**src/rtl/encoder_pkg.sv**
```systemverilog
// Shared state encoding and default parameters for the encoder round sequencer.
package encoder_pkg;

  localparam int DEF_NUM_STAGES = 4;
  localparam int DEF_TIMEOUT    = 1024;

  localparam logic [3:0] S_IDLE   = 4'd0;
  localparam logic [3:0] S_INIT   = 4'd1;
  localparam logic [3:0] S_READ   = 4'd2;
  localparam logic [3:0] S_LAUNCH = 4'd3;
  localparam logic [3:0] S_WAIT   = 4'd4;
  localparam logic [3:0] S_NEXT   = 4'd5;
  localparam logic [3:0] S_WRITE  = 4'd6;
  localparam logic [3:0] S_DONE   = 4'd7;
  localparam logic [3:0] S_ERROR  = 4'd8;

  typedef enum logic [3:0] {
    ST_IDLE   = S_IDLE,
    ST_INIT   = S_INIT,
    ST_READ   = S_READ,
    ST_LAUNCH = S_LAUNCH,
    ST_WAIT   = S_WAIT,
    ST_NEXT   = S_NEXT,
    ST_WRITE  = S_WRITE,
    ST_DONE   = S_DONE,
    ST_ERROR  = S_ERROR
  } state_t;

  // Index width for a count of n items, never narrower than one bit.
  function automatic int idx_width(input int n);
    return (n > 1) ? $clog2(n) : 1;
  endfunction

endpackage

```
**src/rtl/stage_timeout_counter.sv**
```systemverilog
// Per-stage watchdog: cleared on launch, counts enabled WAIT cycles, saturates at TIMEOUT-1.
// o_expire is combinational from the count; tied low when TIMEOUT is 0.
module stage_timeout_counter #(
  parameter int TIMEOUT = 1024
) (
  input  logic i_clk,
  input  logic i_rst,
  input  logic i_clr,
  input  logic i_en,
  output logic o_expire
);

  generate
    if (TIMEOUT == 0) begin : g_off
      logic w_unused;
      assign w_unused = ^{i_clk, i_rst, i_clr, i_en};
      assign o_expire = 1'b0;
    end else begin : g_on
      localparam int CNT_W = (TIMEOUT > 1) ? $clog2(TIMEOUT) : 1;
      localparam logic [CNT_W-1:0] LAST = CNT_W'(TIMEOUT - 1);

      logic [CNT_W-1:0] r_cnt;

      always_ff @(posedge i_clk or posedge i_rst) begin
        if (i_rst) begin
          r_cnt <= '0;
        end else if (i_clr) begin
          r_cnt <= '0;
        end else if (i_en && (r_cnt != LAST)) begin
          r_cnt <= r_cnt + CNT_W'(1);
        end
      end

      assign o_expire = (r_cnt == LAST);
    end
  endgenerate

endmodule

```
**src/rtl/encoder_round_sequencer.sv**
```systemverilog
// Job controller: INIT/READ, then NUM_STAGES stage engines per round for num_rounds rounds, then WRITE.
// Moore outputs; a stage is LAUNCH + k WAIT cycles + NEXT; a silent stage ends the job via ERROR.
module encoder_round_sequencer
  import encoder_pkg::*;
#(
  parameter int  NUM_STAGES = DEF_NUM_STAGES,
  parameter int  ROUND_W    = 5,
  parameter int  TIMEOUT    = DEF_TIMEOUT,
  localparam int STAGE_W    = idx_width(NUM_STAGES)
) (
  input  logic                  i_clk,
  input  logic                  i_rst,
  input  logic                  i_start,
  input  logic                  i_abort,
  input  logic [ROUND_W-1:0]    i_num_rounds,
  input  logic [NUM_STAGES-1:0] i_stage_done,
  output logic                  o_dp_rst,
  output logic                  o_read_file,
  output logic                  o_write_file,
  output logic [NUM_STAGES-1:0] o_stage_start,
  output logic                  o_finish,
  output logic                  o_busy,
  output logic                  o_timeout_err,
  output logic [STAGE_W-1:0]    o_stage_idx,
  output logic [ROUND_W-1:0]    o_round_idx
);

  localparam logic [STAGE_W-1:0] LAST_STAGE = STAGE_W'(NUM_STAGES - 1);

  state_t               r_state;
  state_t               w_next;
  logic [STAGE_W-1:0]   r_stage_idx;
  logic [ROUND_W-1:0]   r_round_idx;
  logic [ROUND_W-1:0]   r_num_rounds;
  logic                 r_timeout_err;
  logic                 w_tmr_clr;
  logic                 w_tmr_en;
  logic                 w_expire;
  logic                 w_done;
  logic                 w_last_stage;
  logic                 w_last_round;
  logic                 w_accept;

  // Only the engine currently being waited on is allowed to complete the stage.
  assign w_done       = i_stage_done[r_stage_idx];
  assign w_last_stage = (r_stage_idx == LAST_STAGE);
  assign w_last_round = (r_round_idx == (r_num_rounds - ROUND_W'(1)));
  assign w_accept     = (r_state == ST_IDLE) && i_start;

  stage_timeout_counter #(
    .TIMEOUT (TIMEOUT)
  ) u_tmr (
    .i_clk    (i_clk),
    .i_rst    (i_rst),
    .i_clr    (w_tmr_clr),
    .i_en     (w_tmr_en),
    .o_expire (w_expire)
  );

  always_ff @(posedge i_clk or posedge i_rst) begin
    if (i_rst) begin
      r_state <= ST_IDLE;
    end else begin
      r_state <= w_next;
    end
  end

  always_comb begin
    w_next    = r_state;
    w_tmr_clr = 1'b0;
    w_tmr_en  = 1'b0;
    case (r_state)
      ST_IDLE:   if (i_start) w_next = ST_INIT;
      ST_INIT:   w_next = ST_READ;
      ST_READ:   w_next = (r_num_rounds == '0) ? ST_WRITE : ST_LAUNCH;
      ST_LAUNCH: begin
        w_tmr_clr = 1'b1;
        w_next    = ST_WAIT;
      end
      ST_WAIT: begin
        if (w_done) begin
          w_next = ST_NEXT;
        end else if (w_expire) begin
          w_next = ST_ERROR;
        end else begin
          w_tmr_en = 1'b1;
        end
      end
      ST_NEXT:   w_next = (w_last_stage && w_last_round) ? ST_WRITE : ST_LAUNCH;
      ST_WRITE:  w_next = ST_DONE;
      ST_DONE:   w_next = ST_IDLE;
      ST_ERROR:  w_next = ST_IDLE;
      default:   w_next = ST_IDLE;
    endcase
    // Abort cancels everything outside IDLE, including a same-cycle done.
    if (i_abort && (r_state != ST_IDLE)) begin
      w_next   = ST_IDLE;
      w_tmr_en = 1'b0;
    end
  end

  always_ff @(posedge i_clk or posedge i_rst) begin
    if (i_rst) begin
      r_num_rounds <= '0;
      r_stage_idx  <= '0;
      r_round_idx  <= '0;
    end else begin
      if (w_accept) begin
        r_num_rounds <= i_num_rounds;
      end
      if (r_state == ST_READ) begin
        r_stage_idx <= '0;
        r_round_idx <= '0;
      end else if ((r_state == ST_NEXT) && (w_next == ST_LAUNCH)) begin
        if (w_last_stage) begin
          r_stage_idx <= '0;
          r_round_idx <= r_round_idx + ROUND_W'(1);
        end else begin
          r_stage_idx <= r_stage_idx + STAGE_W'(1);
        end
      end
    end
  end

  // Sticky across IDLE so the caller can inspect it after finish.
  always_ff @(posedge i_clk or posedge i_rst) begin
    if (i_rst) begin
      r_timeout_err <= 1'b0;
    end else if (w_accept) begin
      r_timeout_err <= 1'b0;
    end else if (w_next == ST_ERROR) begin
      r_timeout_err <= 1'b1;
    end
  end

  assign o_dp_rst      = (r_state == ST_INIT);
  assign o_read_file   = (r_state == ST_INIT);
  assign o_write_file  = (r_state == ST_WRITE);
  assign o_stage_start = (r_state == ST_LAUNCH) ? (NUM_STAGES'(1) << r_stage_idx) : '0;
  assign o_finish      = (r_state == ST_DONE) || (r_state == ST_ERROR);
  assign o_busy        = (r_state != ST_IDLE);
  assign o_timeout_err = r_timeout_err;
  assign o_stage_idx   = r_stage_idx;
  assign o_round_idx   = r_round_idx;

endmodule

```
**config.mk**
```make
export PLATFORM = sky130hd
export DESIGN_NAME = encoder_round_sequencer
export DESIGN_NICKNAME = d
export VERILOG_FILES = /design/src/rtl/encoder_pkg.sv /design/src/rtl/stage_timeout_counter.sv /design/src/rtl/encoder_round_sequencer.sv
export SDC_FILE = /design/constraint.sdc
export NUM_CORES = 1
export LEC_CHECK = 0
export ABC_AREA = 1
export ABC_CLOCK_PERIOD_IN_PS = 2300
export CAP_MARGIN = 25
export CORE_MARGIN = 3
export CORE_UTILIZATION = 53
export CTS_CLUSTER_DIAMETER = 100
export DETAILED_ROUTE_END_ITERATION = 6
export HOLD_SLACK_MARGIN = 0.03
export PLACE_DENSITY = 0.8
export SYNTH_ARGS = -nofsm -noshare
export SYNTH_HDL_FRONTEND = slang
export SYNTH_SLANG_ARGS = --single-unit
export TNS_END_PERCENT = 10
```
**constraint.sdc**
```tcl
create_clock -name i_clk -period 2.3 [get_ports i_clk]
set_input_delay 0.23 -clock i_clk [delete_from_list [all_inputs] [get_ports i_clk]]
set_output_delay 0.23 -clock i_clk [all_outputs]
set_load 0.05 [all_outputs]
```
* After elaboration in Yosys (flattened, before gate mapping)
Cells that the tools add are included.
Operators by class: $add $sub $neg 4, order comparisons 1, equal/unequal tests 14, shift operators 1, multiplexer cells 25, reductions and logical operators 14
Operators with widths (number):
- case mux 4 bit (7 select lines) | 1
- 2-to-1 mux 10 bit | 2
- 2-to-1 mux 4 bit | 5
- equality test 4 x 3 -> 1 bit, second input constant | 4
- 2-to-1 mux 5 bit | 3
- equality test 4 x 2 -> 1 bit, second input constant | 3
- adder 10 x 1 -> 10 bit, second input constant | 1
- equality test 10 bit, second input constant | 1
- inequality test 10 bit, second input constant | 1
- equality test 4 bit, second input constant | 2
- 2-to-1 mux 1 bit | 8
- nonzero test 2 bit | 4
- 2-to-1 mux 2 bit | 3
- 2-to-1 mux 3 bit | 2
- adder 5 x 1 -> 5 bit, second input constant | 1
- equality test 5 bit | 1
- logical AND 1 bit | 5
- zero test 5 bit | 1
- subtractor 5 x 1 -> 5 bit, second input constant | 1
- equality test 4 x 1 -> 1 bit, second input constant | 1
- zero test 4 bit | 1
- nonzero test 4 bit | 1
- left shift 1 x 2 -> 4 bit, first input constant | 1
- less-than comparator 2 x 3 -> 1 bit, second input constant | 1
- 5 further kinds | 5
Word-level totals: flip-flop bits (word level) 27

* Logic depth before layout (Yosys ltp)
word-level depth 10, depth in mapped cells 16, gate-level depth less buffers 16

* Modules after synthesis
From an unflattened synthesis, not the netlist that was laid out.
Unflattened totals: cells, all modules 268, area, all modules 1883.1 um^2
Modules (own cells, without submodules):
- encoder_round_sequencer | times used 1, cells an instance 176, area an instance 1223.7 um^2, seq. area each 425.4 um^2
- stage_timeout_counter | times used 1, cells an instance 92, area an instance 659.4 um^2, seq. area each 250.2 um^2

* Least setup slack after synthesis
Ideal clock, no wire load.
kind register to output, start register r_state[3], end output o_read_file, arrival time 2047 ps, setup slack 23 ps, cell stages (with the launch flop) 5, buffers on the path 1, cell sequence dfrtp_1 -> inv_1 -> nand2_1 -> nor3_1 -> buf_4
On the way: cells in the longest elaborated chain, start to end 1
Ends and longest elaborated chain:
- from (decl) | RTL line encoder_round_sequencer.sv:30 | state_t r_state;
- from (signal assigned) | RTL line encoder_round_sequencer.sv:64 | r_state <= w_next;
- equality test 4 x 1 -> 1 bit
- to (decl) | RTL line encoder_round_sequencer.sv:18 | output logic o_read_file,
Every way passes these cells.

* Worst setup path in the final report
start register r_round_idx[2], in the netlist o_round_idx[2], end output o_round_idx[2]
RTL lines:
- from (decl) | RTL line encoder_round_sequencer.sv:33 | logic [ROUND_W-1:0] r_round_idx;
- from (signal assigned) | RTL line encoder_round_sequencer.sv:117 | r_round_idx <= r_round_idx + ROUND_W'(1);
- to (decl) | RTL line encoder_round_sequencer.sv:25 | output logic [ROUND_W-1:0] o_round_idx
No word-level cell between the ends.

==> out/qor.txt <==
HP Class -> in2async
Crit Reg-Reg Startpoint -> r_num_rounds[0]
LEAKAGE -> 0.00115 uW
ANT nets after route -> 0
CP startpoint -> o_round_idx[2]
Max-slew violations -> 0
Critical path type -> reg2out
Fin area -> 2140 um2
WHS -> 0.234 ns
GR Util All Layers -> 21.0%
Synth Area in Adders -> 4.95%
Worst EP arrival -> 1.72 ns
Synth-to-Final Area Change -> 20.7%
Resized cells post-CTS -> 0
Top cells by area in the synthesized netlist -> dfrtp_1 38%, nand2_1 15%, inv_1 7.6%, nand3_1 6.2%, nor2_1 5.7%
Setup TNS -> 0 ns
Area post-placement -> 2100 um2
Vias in the first global route -> 1589
Slew headroom -> 58.3%
Clock root buffer master -> clkbuf_4
Commonest non-fill, non-tap cells in the layout -> 70 x nand2_1, 36 x inv_1, 27 x nor2_1, 27 x dfrtp_1, 22 x nand3_1
VDD IR max -> 0.676 mV
CTS tree -> done
Yosys top cell area share -> 38.2%
PD cells -> 959 nW/um2
# rows -> 20
CP endpoint kind -> output pin
Compound-Gate Fraction of Synth Area -> 8.90%
XOR/XNOR Fraction of Synth Area -> 0%
Die Height -> 63.8 um
Worst-Skew Late Latency -> 0.33 ns
Max Cap Violations -> 0
Post-detail-place hpwl -> 2.92 mm
Ys Warns -> 0
Initial antenna violation count -> 0
Largest family of logic cells by synthesized area -> simple AND/OR/NAND/NOR gates
Tmin final -> 1.95 ns
Synth area leader -> dfrtp_1
Die width -> 63.8 um
Critical path buffers and inverters -> 1
I/O pin cnt -> 30
Met1 wire length -> 1.94 mm
Crit path max fanout -> 8
Routed len/inst -> 11.7 um
CTS clk-pin slew, worst paths -> 0.16 ns
FF+latch count, synth -> 27
Critical-path top delay cell -> clkdlybuf4s50_1
Placed cells -> 323
Post-CTS Hold Fix Bufs -> 0
Total number of vias -> 1630
Post-Synth Simple-Gate Area -> 38.1%
Pin count of the biggest net entering global routing -> 28
# diodes -> 0
Synthesized instance count -> 252
DR pass1 iterations -> 4
Distinct cells, synth -> 32
Drt via density -> 4.98
Seq/Total Area, Yosys -> 38.2%
Met3 wire length -> 134 um
Area of the mapped netlist -> 1770 um2
Drt total wl -> 3.84 mm
RSZ-0062 raised after global routing -> false
Fmax -> 513 MHz
CTS Buf Count -> 3
Syn avg cell area -> 7.03 um2
WL met2 -> 1.70 mm
CORE AREA -> 3130 um2
RePlAce Congestion -> 0.845
Post-route clock period utilization -> 84.7%
Worst Max-Slew Pin Slew -> 0.623 ns
Status -> completed
I/O Buffers -> 29
First-pass GRT wire length -> 6.93 mm
Die Area -> 4070 um2
H-tree Lvls -> 1
Layout Cells excl Fill -> 327
Nets -> 304
Filler cells -> 268
CTS max path bufs -> 2
Most common cell after layout, fill and taps aside -> nand2_1
Total Power -> 2050 uW
Residual DRC -> 0
Final setup fails -> 0
CP top delay family -> buffers and inverters
Crit path cell chain -> clkdlybuf4s50_1
Multiplexer share of the synthesized area -> 0%
Post-Syn Nets -> 272
CTS sink cnt -> 27
CP Launch Type -> register
Initial drt markers -> 126
Peak per-stage delay on the critical path -> 0.87 ns
Clk_skew -> 0.00617 ns
Top Layer Used -> met4
Share of layout cells above drive strength 1 -> 11.7%
Required @ worst endpoint -> 2.07 ns
Fin. Hold Viols -> 0
Remaining global-route overflow -> 0
Initial Utilization -> 56.6%
Postcts setup bufs -> 0
-- power breakdown --
part           switching (uW)  internal (uW)
sequential                129            579
clock                     152           65.3
combinational             757            367
total                    1040           1010
-- flip-flops by register name, summed over array words and instances (netlist names) --
| register | flops |
|---|---|
| u_tmr.g_on.r_cnt | 10 |
| o_round_idx | 5 |
| r_num_rounds | 5 |
| r_state | 4 |
| o_stage_idx | 2 |
| o_timeout_err | 1 |
-- synth_stat cells (all sizes together) --
master  instances
nand3          24
and3            1
nor4            2
nor3            7
a31oi           1
nor2           32
nand2          77
buf             2
clkbuf          1
o221a           1
o21ai          14
clkinv          2
nand4           1
inv            40
o22ai           1
a21oi          12
ha              7
dfrtp          27
-- cell families after synthesis --
| kind of cell | Yosys count |
|---|---|
| adder cells (fa/ha/maj) | 7 |
| AO/OA/AOI/OAI | 29 |
| buffers and inverters | 45 |
| AND/OR/NAND/NOR | 144 |
| flip-flops | 27 |
-- layer usage --
| metal | track usage [%] | vias up |
|---|---|---|
| met4 | 8.36 | 0 |
| met1 | 30.0 | 729 |
| met3 | 2.46 | 6 |
| li1 | - | 860 |
| met5 | 0 | - |
| met2 | 32.3 | 35 |
-- layout make-up --
cell class | instances | area [um2] | area share (%)
tap | 44 | 55.1 | 2.58
timing repair buffer | 30 | 300 | 14.1
inverter | 42 | 159 | 7.44
clock inverter | 1 | 5.00 | 0.234
multi-input combinational | 180 | 920 | 43.0
sequential | 27 | 676 | 31.6
clock buffer | 3 | 22.5 | 1.05
-- worst register-to-register path: stages, from the launching register on --
cell     delay (ns)
dfrtp_1        0.40
inv_1          0.08
ha_1           0.31
nand2_1        0.07
inv_1          0.05
nor2_1         0.11
nand2_1        0.07
nor2_1         0.09
nand2_1        0.06
nor2_1         0.09
nand2_1        0.10
nand3_2        0.12
nand2_4        0.09
nand2_2        0.11
nand2_1        0.07
nand2_1        0.06
-- metrics by stage --
| step | util [%] | setup slack (ns) |
|---|---|---|
| CTS | 67.9 | 0.0339 |
| global route | 68.3 | 0.152 |
| floorplan | - | 0.0232 |
| finish | 68.3 | 0.352 |
| detailed placement | 67.0 | 0.420 |
| global placement | 67.0 | 0.421 |
-- final timing paths --
path,slack (ns),end,cells after the start
setup / recovery,0.35,o_round_idx[2],1
hold / removal,0.23,o_stage_idx[1],3
setup reg to reg,0.38,o_round_idx[4],15
hold reg to reg,0.53,r_state[1],1
max in group asynchronous,1.80,r_num_rounds[1],3
min in group i_clk,0.45,r_num_rounds[3],3
No activity file was read; power rests on OpenSTA's default activity.
